[config.mk]
export PLATFORM = sky130hd
export DESIGN_NAME = handshake_loop_ctrl_flat
export DESIGN_NICKNAME = d
export VERILOG_FILES = /design/src/rtl/handshake_loop_ctrl_pkg.sv /design/src/rtl/handshake_loop_ctrl_if.sv /design/src/rtl/handshake_loop_ctrl_counter.sv /design/src/rtl/handshake_loop_ctrl.sv /design/src/flat_wrapper.sv
export SDC_FILE = /design/constraint.sdc
export NUM_CORES = 1
export LEC_CHECK = 0
export CAP_MARGIN = 20
export CORE_ASPECT_RATIO = 1.25
export CORE_MARGIN = 2
export CORE_UTILIZATION = 28
export DETAILED_ROUTE_END_ITERATION = 12
export SLEW_MARGIN = 20
export SYNTH_ARGS = -nofsm -noshare
export SYNTH_HDL_FRONTEND = slang
export SYNTH_SLANG_ARGS = --single-unit
[constraint.sdc]
create_clock -name clk -period 7.41 [get_ports clk]
set_clock_uncertainty 0.05 [all_clocks]
set_input_delay 0.741 -clock clk [delete_from_list [all_inputs] [get_ports clk]]
set_output_delay 0.741 -clock clk [all_outputs]
set_load 0.1 [all_outputs]
[src/rtl/handshake_loop_ctrl_pkg.sv]
// Shared definitions for the loop-trip controller.
// Contents: state register width, state encodings and the state type.
package handshake_loop_pkg;

  localparam int unsigned STATE_W = 2;

  typedef logic [STATE_W-1:0] state_t;

  localparam state_t ST_IDLE = 2'd0;
  localparam state_t ST_RUN  = 2'd1;
  localparam state_t ST_DONE = 2'd2;

endpackage

[src/rtl/handshake_loop_ctrl_if.sv]
// Handshake bundle of the loop-trip controller.
// Channels:
//   count/count_valid/count_ready           trip-count token into the controller
//   outs/outs_last/outs_valid/outs_ready    iteration-index tokens out
//   done_valid/done_ready                   dataless completion token out
// Modports: master = environment side, slave = controller side.
interface handshake_loop_ctrl_if #(
  parameter int unsigned DATA_WIDTH = 32
);

  logic [DATA_WIDTH-1:0] count;
  logic                  count_valid;
  logic                  count_ready;
  logic [DATA_WIDTH-1:0] outs;
  logic                  outs_last;
  logic                  outs_valid;
  logic                  outs_ready;
  logic                  done_valid;
  logic                  done_ready;

  modport master (
    output count, count_valid, outs_ready, done_ready,
    input  count_ready, outs, outs_last, outs_valid, done_valid
  );

  modport slave (
    input  count, count_valid, outs_ready, done_ready,
    output count_ready, outs, outs_last, outs_valid, done_valid
  );

endinterface

[src/rtl/handshake_loop_ctrl_counter.sv]
// Iteration counter: holds the current index and the trip limit.
// Ports:
//   clk, rst     clock, asynchronous active-high reset
//   load         start a trip: idx <= 0, limit <= load_value
//   load_value   trip count N (must be nonzero when load is used)
//   inc          advance idx by one
//   value        current index
//   at_last      value == limit-1
module handshake_loop_counter #(
  parameter int unsigned DATA_WIDTH = 32
) (
  input  logic                  clk,
  input  logic                  rst,
  input  logic                  load,
  input  logic [DATA_WIDTH-1:0] load_value,
  input  logic                  inc,
  output logic [DATA_WIDTH-1:0] value,
  output logic                  at_last
);

  logic [DATA_WIDTH-1:0] idx;
  logic [DATA_WIDTH-1:0] limit;

  always_ff @(posedge clk or posedge rst) begin
    if (rst) begin
      idx   <= '0;
      limit <= '0;
    end else if (load) begin
      idx   <= '0;
      limit <= load_value;
    end else if (inc) begin
      idx <= idx + DATA_WIDTH'(1);
    end
  end

  // Only meaningful while a trip runs (limit >= 1); with limit=0 after
  // reset the compare is against all-ones, which idx never reaches.
  assign at_last = (idx == (limit - DATA_WIDTH'(1)));
  assign value   = idx;

endmodule

[src/rtl/handshake_loop_ctrl.sv]
// Elastic loop-trip controller: accepts one trip count N, emits indices
// 0..N-1 as handshake tokens, then one dataless completion token.
// Ports:
//   clk   clock (rising edge)
//   rst   asynchronous active-high reset
//   bus   handshake_loop_ctrl_if slave: count in, outs/done out
// All outputs decode registered state only; no ready/count feedthrough.
module handshake_loop_ctrl
  import handshake_loop_pkg::*;
#(
  parameter int unsigned DATA_WIDTH = 32
) (
  input  logic                  clk,
  input  logic                  rst,
  handshake_loop_ctrl_if.slave  bus
);

  state_t                state;
  state_t                state_next;
  logic                  load;
  logic                  inc;
  logic                  at_last;
  logic [DATA_WIDTH-1:0] value;

  handshake_loop_counter #(
    .DATA_WIDTH(DATA_WIDTH)
  ) u_counter (
    .clk       (clk),
    .rst       (rst),
    .load      (load),
    .load_value(bus.count),
    .inc       (inc),
    .value     (value),
    .at_last   (at_last)
  );

  always_comb begin
    state_next = state;
    load       = 1'b0;
    inc        = 1'b0;
    case (state)
      ST_IDLE: begin
        if (bus.count_valid) begin
          // N=0 skips straight to completion without touching the counter
          if (bus.count == '0) begin
            state_next = ST_DONE;
          end else begin
            load       = 1'b1;
            state_next = ST_RUN;
          end
        end
      end
      ST_RUN: begin
        if (bus.outs_ready) begin
          if (at_last) begin
            state_next = ST_DONE;
          end else begin
            inc = 1'b1;
          end
        end
      end
      ST_DONE: begin
        if (bus.done_ready) begin
          state_next = ST_IDLE;
        end
      end
      default: state_next = ST_IDLE;
    endcase
  end

  always_ff @(posedge clk or posedge rst) begin
    if (rst) begin
      state <= ST_IDLE;
    end else begin
      state <= state_next;
    end
  end

  assign bus.count_ready = (state == ST_IDLE);
  assign bus.outs_valid  = (state == ST_RUN);
  assign bus.done_valid  = (state == ST_DONE);
  assign bus.outs        = value;
  assign bus.outs_last   = (state == ST_RUN) && at_last;

endmodule
[src/flat_wrapper.sv]
// flat-port wrapper written by rule: the top's interface ports become plain ports
module handshake_loop_ctrl_flat import handshake_loop_pkg::*;
#(
  parameter int unsigned DATA_WIDTH = 32
)
  (clk, rst, bus_count, bus_count_valid, bus_outs_ready, bus_done_ready, bus_count_ready, bus_outs, bus_outs_last, bus_outs_valid, bus_done_valid);
  handshake_loop_ctrl_if #(.DATA_WIDTH(DATA_WIDTH)) bus_i ();
  input  logic clk;
  input  logic rst;
  input wire logic [$bits(bus_i.count)-1:0] bus_count;
  input wire logic [$bits(bus_i.count_valid)-1:0] bus_count_valid;
  input wire logic [$bits(bus_i.outs_ready)-1:0] bus_outs_ready;
  input wire logic [$bits(bus_i.done_ready)-1:0] bus_done_ready;
  output wire logic [$bits(bus_i.count_ready)-1:0] bus_count_ready;
  output wire logic [$bits(bus_i.outs)-1:0] bus_outs;
  output wire logic [$bits(bus_i.outs_last)-1:0] bus_outs_last;
  output wire logic [$bits(bus_i.outs_valid)-1:0] bus_outs_valid;
  output wire logic [$bits(bus_i.done_valid)-1:0] bus_done_valid;
  assign bus_i.count = bus_count;
  assign bus_i.count_valid = bus_count_valid;
  assign bus_i.outs_ready = bus_outs_ready;
  assign bus_i.done_ready = bus_done_ready;
  assign bus_count_ready = bus_i.count_ready;
  assign bus_outs = bus_i.outs;
  assign bus_outs_last = bus_i.outs_last;
  assign bus_outs_valid = bus_i.outs_valid;
  assign bus_done_valid = bus_i.done_valid;
  handshake_loop_ctrl #(.DATA_WIDTH(DATA_WIDTH)) u_core (.clk(clk), .rst(rst), .bus(bus_i));
endmodule
# Word level (Yosys, flattened, before mapping)
# Cells that the tools add are included.
[word_totals]
in_bits = 37
out_inout_bits = 36
ff_bits = 66
[classes]
n_eq_ne = 7
n_addsub = 2
mux = 14
reduce_logical = 5
[op_table]
columns = ["cell", "n"]
rows = [
  ["32-bit two-way mux", 2],
  ["32-bit by 1-bit adder with 32-bit output (second input constant)", 1],
  ["32-bit equality test", 1],
  ["32-bit zero test", 1],
  ["32-bit by 1-bit subtractor with 32-bit output (second input constant)", 1],
  ["2-bit two-way mux", 5],
  ["1-bit two-way mux", 6],
  ["2-bit inequality test (second input constant)", 3],
  ["2-bit one-hot mux with 3 select lines", 1],
  ["4-bit AND reduction", 1],
  ["2-bit by 1-bit equality test with 1-bit output (second input constant)", 1],
  ["2-bit equality test (second input constant)", 1],
  ["2-bit zero test", 1],
  ["2-bit by 1-bit inequality test with 1-bit output (second input constant)", 1],
  ["2-bit nonzero test", 1],
  ["1-bit logical AND", 1],
]

# Depth between registers and ports, before layout
[logic_depth]
word_depth = 7
mapped_depth = 15

# Cells and area by module
# A second synthesis with hierarchy kept.
[hier_totals]
cells_unflattened = 424
hier_area_um2 = 4142.7
[modules_own_cells]
columns = ["module", "seq_area_each_um2", "cells_per_inst", "n_inst", "area_each_um2"]
rows = [
  ["handshake_loop_counter", 1601.5, 396, 1, 3918.8],
  ["handshake_loop_ctrl", 50.0, 28, 1, 224.0],
]

# Worst setup path after synthesis
# No wires, ideal clock.
[synth_path]
path_type = "flip-flop to output port"
from = "reg u_core.u_counter.limit[0]"
to = "out bus_outs_last"
required_time_ns = 6.619
n_path_buf = 3
t_arrival_ns = 3.921
path_slack_ns = 2.698
path_stages_with_launch = 13
path_cell_list = "dfrtp_1 clkbuf_1 inv_1 ha_1 clkbuf_1 nor3b_1 nand3_1 o31a_1 a211o_1 or4_1 nor4_1 clkbuf_1 and2_1"
[synth_via]
elab_chain_len = 3
[synth_rtl]
columns = ["item", "line_no", "source"]
rows = [
  ["start, declared", "handshake_loop_ctrl_counter.sv:22", "logic [DATA_WIDTH-1:0] limit;"],
  ["start signal, assigned", "handshake_loop_ctrl_counter.sv:30", "limit <= load_value;"],
  ["32-bit by 1-bit subtractor with 32-bit output", "handshake_loop_ctrl_counter.sv:38", "assign at_last = (idx == (limit - DATA_WIDTH'(1)));"],
  ["32-bit equality test", "handshake_loop_ctrl_counter.sv:38", ""],
  ["1-bit logical AND", "handshake_loop_ctrl.sv:83", "assign bus.outs_last = (state == ST_RUN) && at_last;"],
  ["end, declared", "flat_wrapper.sv:16", "output wire logic [$bits(bus_i.outs_last)-1:0] bus_outs_last;"],
]
# No other way between the ends.

# Worst setup path in the final report
# Ends and elaborated chain as after synthesis.

==> flow_metrics.py <==
metrics = {
    "run_status": {
        "status": "finished, final reports clean",
    },
    "placed_design": {
        "dp_slack_ns": 1.93,
        "dpl-instance-area_sq_mm": 0.00526,
        "gp_congestion": 0.870,
        "io_buffers": 72,
        "dpl.hpwl_microns": 10200,
    },
    "floorplan": {
        "die_y_microns": 144,
        "num_rows": 51,
        "die_area_sq_mm": 0.0166,
        "fp.dieW_microns": 116,
        "core_area_sq_mm": 0.0154,
        "num_io_pins": 73,
        "start_util": 0.283,
    },
    "power": {
        "powerDensity_mw_per_mm2": 328,
        "ir_worst_vdd_v": 0.000104,
        "leakage_nw": 2.42,
    },
    "yosys": {
        "avgSynthCellArea_sq_um": 8.07,
        "synthFlopType": "dfrtp_1",
        "ys_warn_count": 0,
        "ys_types": 50,
        "synth_edf_count": 0,
        "synth_top_area_cell": "dfrtp_1",
        "synth_nets": 580,
        "netlist_top_cells_area": "dfrtp_1, nand2_1, mux2i_1, nand4_1, xnor2_1",
        "ys_seq_area_frac": 0.378,
        "synth-seq-cells": 66,
        "postSynthCellCount": 541,
        "async_reset_ff_frac": 1.00,
        "synth_top_area_share": 0.378,
        "syn_area_sq_mm": 0.00436,
    },
    "min_path": {
        "worstHoldPathCells": 2,
        "hold_path_class": "flip-flop to flip-flop",
        "worstHoldEndpoint": "u_core.u_counter.limit[31]$_DFFE_PP0P_",
        "hp-start": "u_core.u_counter.limit[31]$_DFFE_PP0P_",
    },
    "critical_path": {
        "r2r-end": "u_core.u_counter.value[19]$_DFFE_PP0P_",
        "crit_chain": "inv_1 -> ha_1 -> nor3b_1 -> nand3_1 -> o31a_1 -> a211o_1 -> or4_1 -> nor4_2 -> buf_4 -> and2_1 -> clkdlybuf4s50_1",
        "cp_data_arrival_time_ns": 5.05,
        "cp_num_buf_inv": 3,
        "critPathMaxStageDelay_ns": 1.13,
        "crit_type": "flip-flop to output port",
        "cpMaxStageDelayCell": "clkdlybuf4s50_1",
        "crit_path_max_fanout": 20,
        "endpoint_kind": "output port",
        "ff2ff_path_depth": 10,
        "crit_family": "simple AND/OR/NAND/NOR gates",
        "reg2reg_slack_ns": 3.31,
        "critPathLaunchType": "flip-flop",
        "crit_required_ns": 6.62,
        "reg2reg_from": "u_core.u_counter.limit[0]$_DFFE_PP0P_",
    },
    "cts": {
        "cts_buffers": 9,
        "cts-root-buf": "clkbuf_16",
        "cts_resized": 0,
        "post_cts_buffers": 0,
        "clkTransAtPathRegs_ns": 0.06,
        "holdBufCountCts": 0,
        "htreeDepth": 3,
        "cts.sinks": 66,
        "clock_latency_ns": 0.34,
        "cts_tree": "yes",
        "clockBufferDepth": 2,
    },
    "routing": {
        "dr.first_iter.drc_count": 282,
        "drtAntennaViolNets": 0,
        "routed_via_density": 5.21,
        "remaining_drc_errors": 0,
        "wl_microns": 13900,
        "wire_per_inst_microns": 17.0,
        "first_pass_iters": 4,
        "vias": 4255,
    },
    "finish": {
        "diodes": 0,
        "fin_area_sq_mm": 0.00559,
        "syn2layout_area_growth_pct": 28.0,
        "drive_gt1_frac": 0.0446,
        "post-route-util": 0.362,
        "final_nets": 639,
    },
    "timing": {
        "worstMarginPinSlew_ns": 0.988,
        "hold_viol": 0,
        "fin_crit_sh": 0.788,
        "slew_viol_final": 0,
        "setup_viol": 0,
        "fmax_ghz": 0.171,
        "fin_hold_ws_ns": 0.446,
        "setup_ws_ns": 1.57,
        "relSlewSlack": 0.339,
        "setup-tns-final_ns": 0,
        "rsz0062_at_grt": "false",
        "period_needed_ns": 5.84,
    },
    "global_routing": {
        "grt_first_pass_wirelength_microns": 22500,
        "grt_pass1_vias": 4164,
        "grt_max_degree": 67,
        "antenna_found_initial": 0,
        "gr-total-overflow": 0,
        "grt_use_total": 0.177,
    },
    "run": {
        "drv_cap": 0,
    },
}
[placed cells by master, fill, tap and decap left out, drive strengths merged, types with 4 or more instances in the layout]
cell and instances:
o211ai 5, buf 4, a21oi 18, a31o 4, nor3 10, or3 12
and3 15, or4 10, nand3 23, clkbuf 12, clkdlybuf4s50 72, nand2 135
nand2b 6, inv 9, xnor2 17, o21ai 19, nor4 22, and2 9
nand4 24, mux2i 20, xor2 17, nor2 28, and4 5, dfrtp 66
[tightest hold or removal path, stage by stage, from the launching register on]
cell and delay (ns):
dfrtp_1 0.35, nand2_1 0.06, nand2_1 0.05
[layer usage]
metal | GRT usage | part of all wire
met5 | 0 | 0
met4 | 0.0764 | 0.026
met3 | 0.0257 | 0.044
met2 | 0.296 | 0.49
met1 | 0.227 | 0.44
[how the worst max path moves through the flow]
stage	end	slack (ns)	start	cells after the start
floorplan	bus_outs_last	2.70	u_core.u_counter.limit[0]$_DFFE_PP0P_	12
global route	bus_outs_last	1.21	u_core.u_counter.limit[0]$_DFFE_PP0P_	11
global placement	bus_outs_last	2.00	u_core.u_counter.limit[0]$_DFFE_PP0P_	11
CTS	bus_outs_last	1.56	u_core.u_counter.limit[0]$_DFFE_PP0P_	11
finish	bus_outs_last	1.57	u_core.u_counter.limit[0]$_DFFE_PP0P_	11
detailed placement	bus_outs_last	1.93	u_core.u_counter.limit[0]$_DFFE_PP0P_	11
[synthesized netlist by cell type, drive strengths merged, types with 2 or more instances]
library cell	instances
nand2	135
dfrtp	66
nor2	28
nand4	24
nand3	23
nor4	22
clkbuf	21
mux2i	20
o21ai	19
a21oi	18
xnor2	17
xor2	17
and3	15
or3	12
nor3	10
or4	10
and2	9
inv	9
buf	7
nand2b	6
and4	5
o211ai	5
a31o	4
a211oi	3
a21o	3
o22ai	3
a2111oi	2
a211o	2
a31oi	2
and4b	2
ha	2
nand3b	2
nor2b	2
nor3b	2
o31a	2
o31ai	2
or2	2
[cells by family after synthesis]
group                      count (synthesis)  synth area share
adders and majority gates                  2           0.00573
muxes                                     20            0.0459
DFF                                       66             0.378
xor gates and xnor gates                  34            0.0682
and+or+nand+nor                          311             0.355
AOI/OAI and AO/OA                         71             0.110
buffers and inverters                     37            0.0376
[power by group]
group          internal (mW)  switching [mW]
Sequential             0.456           0.163
Combinational          0.272           0.472
Clock                  0.304           0.164
[layout make-up]
class | count | area, sq um
Fill cell | 1631 | 9860
Multi-Input combinational cell | 438 | 2560
Sequential cell | 66 | 1650
Timing Repair Buffer | 76 | 751
Tap cell | 212 | 265
Clock buffer | 12 | 246
Clock inverter | 4 | 75.1
Inverter | 9 | 33.8
[registers in the layout, summed over array words and instances (netlist names)]
name	count
u_core.state	2
u_core.u_counter.value	32
u_core.u_counter.limit	32
[per-stage QoR]
step / instances / total power [mW]
2_1_floorplan: 541 / 1.16
3_3_place_gp: 801 / 1.36
3_5_place_dp: 801 / 1.37
4_1_cts: 817 / 1.84
5_1_grt: 817 / 1.97
6_report: 817 / 1.83
No activity file was read; power rests on OpenSTA's default activity.
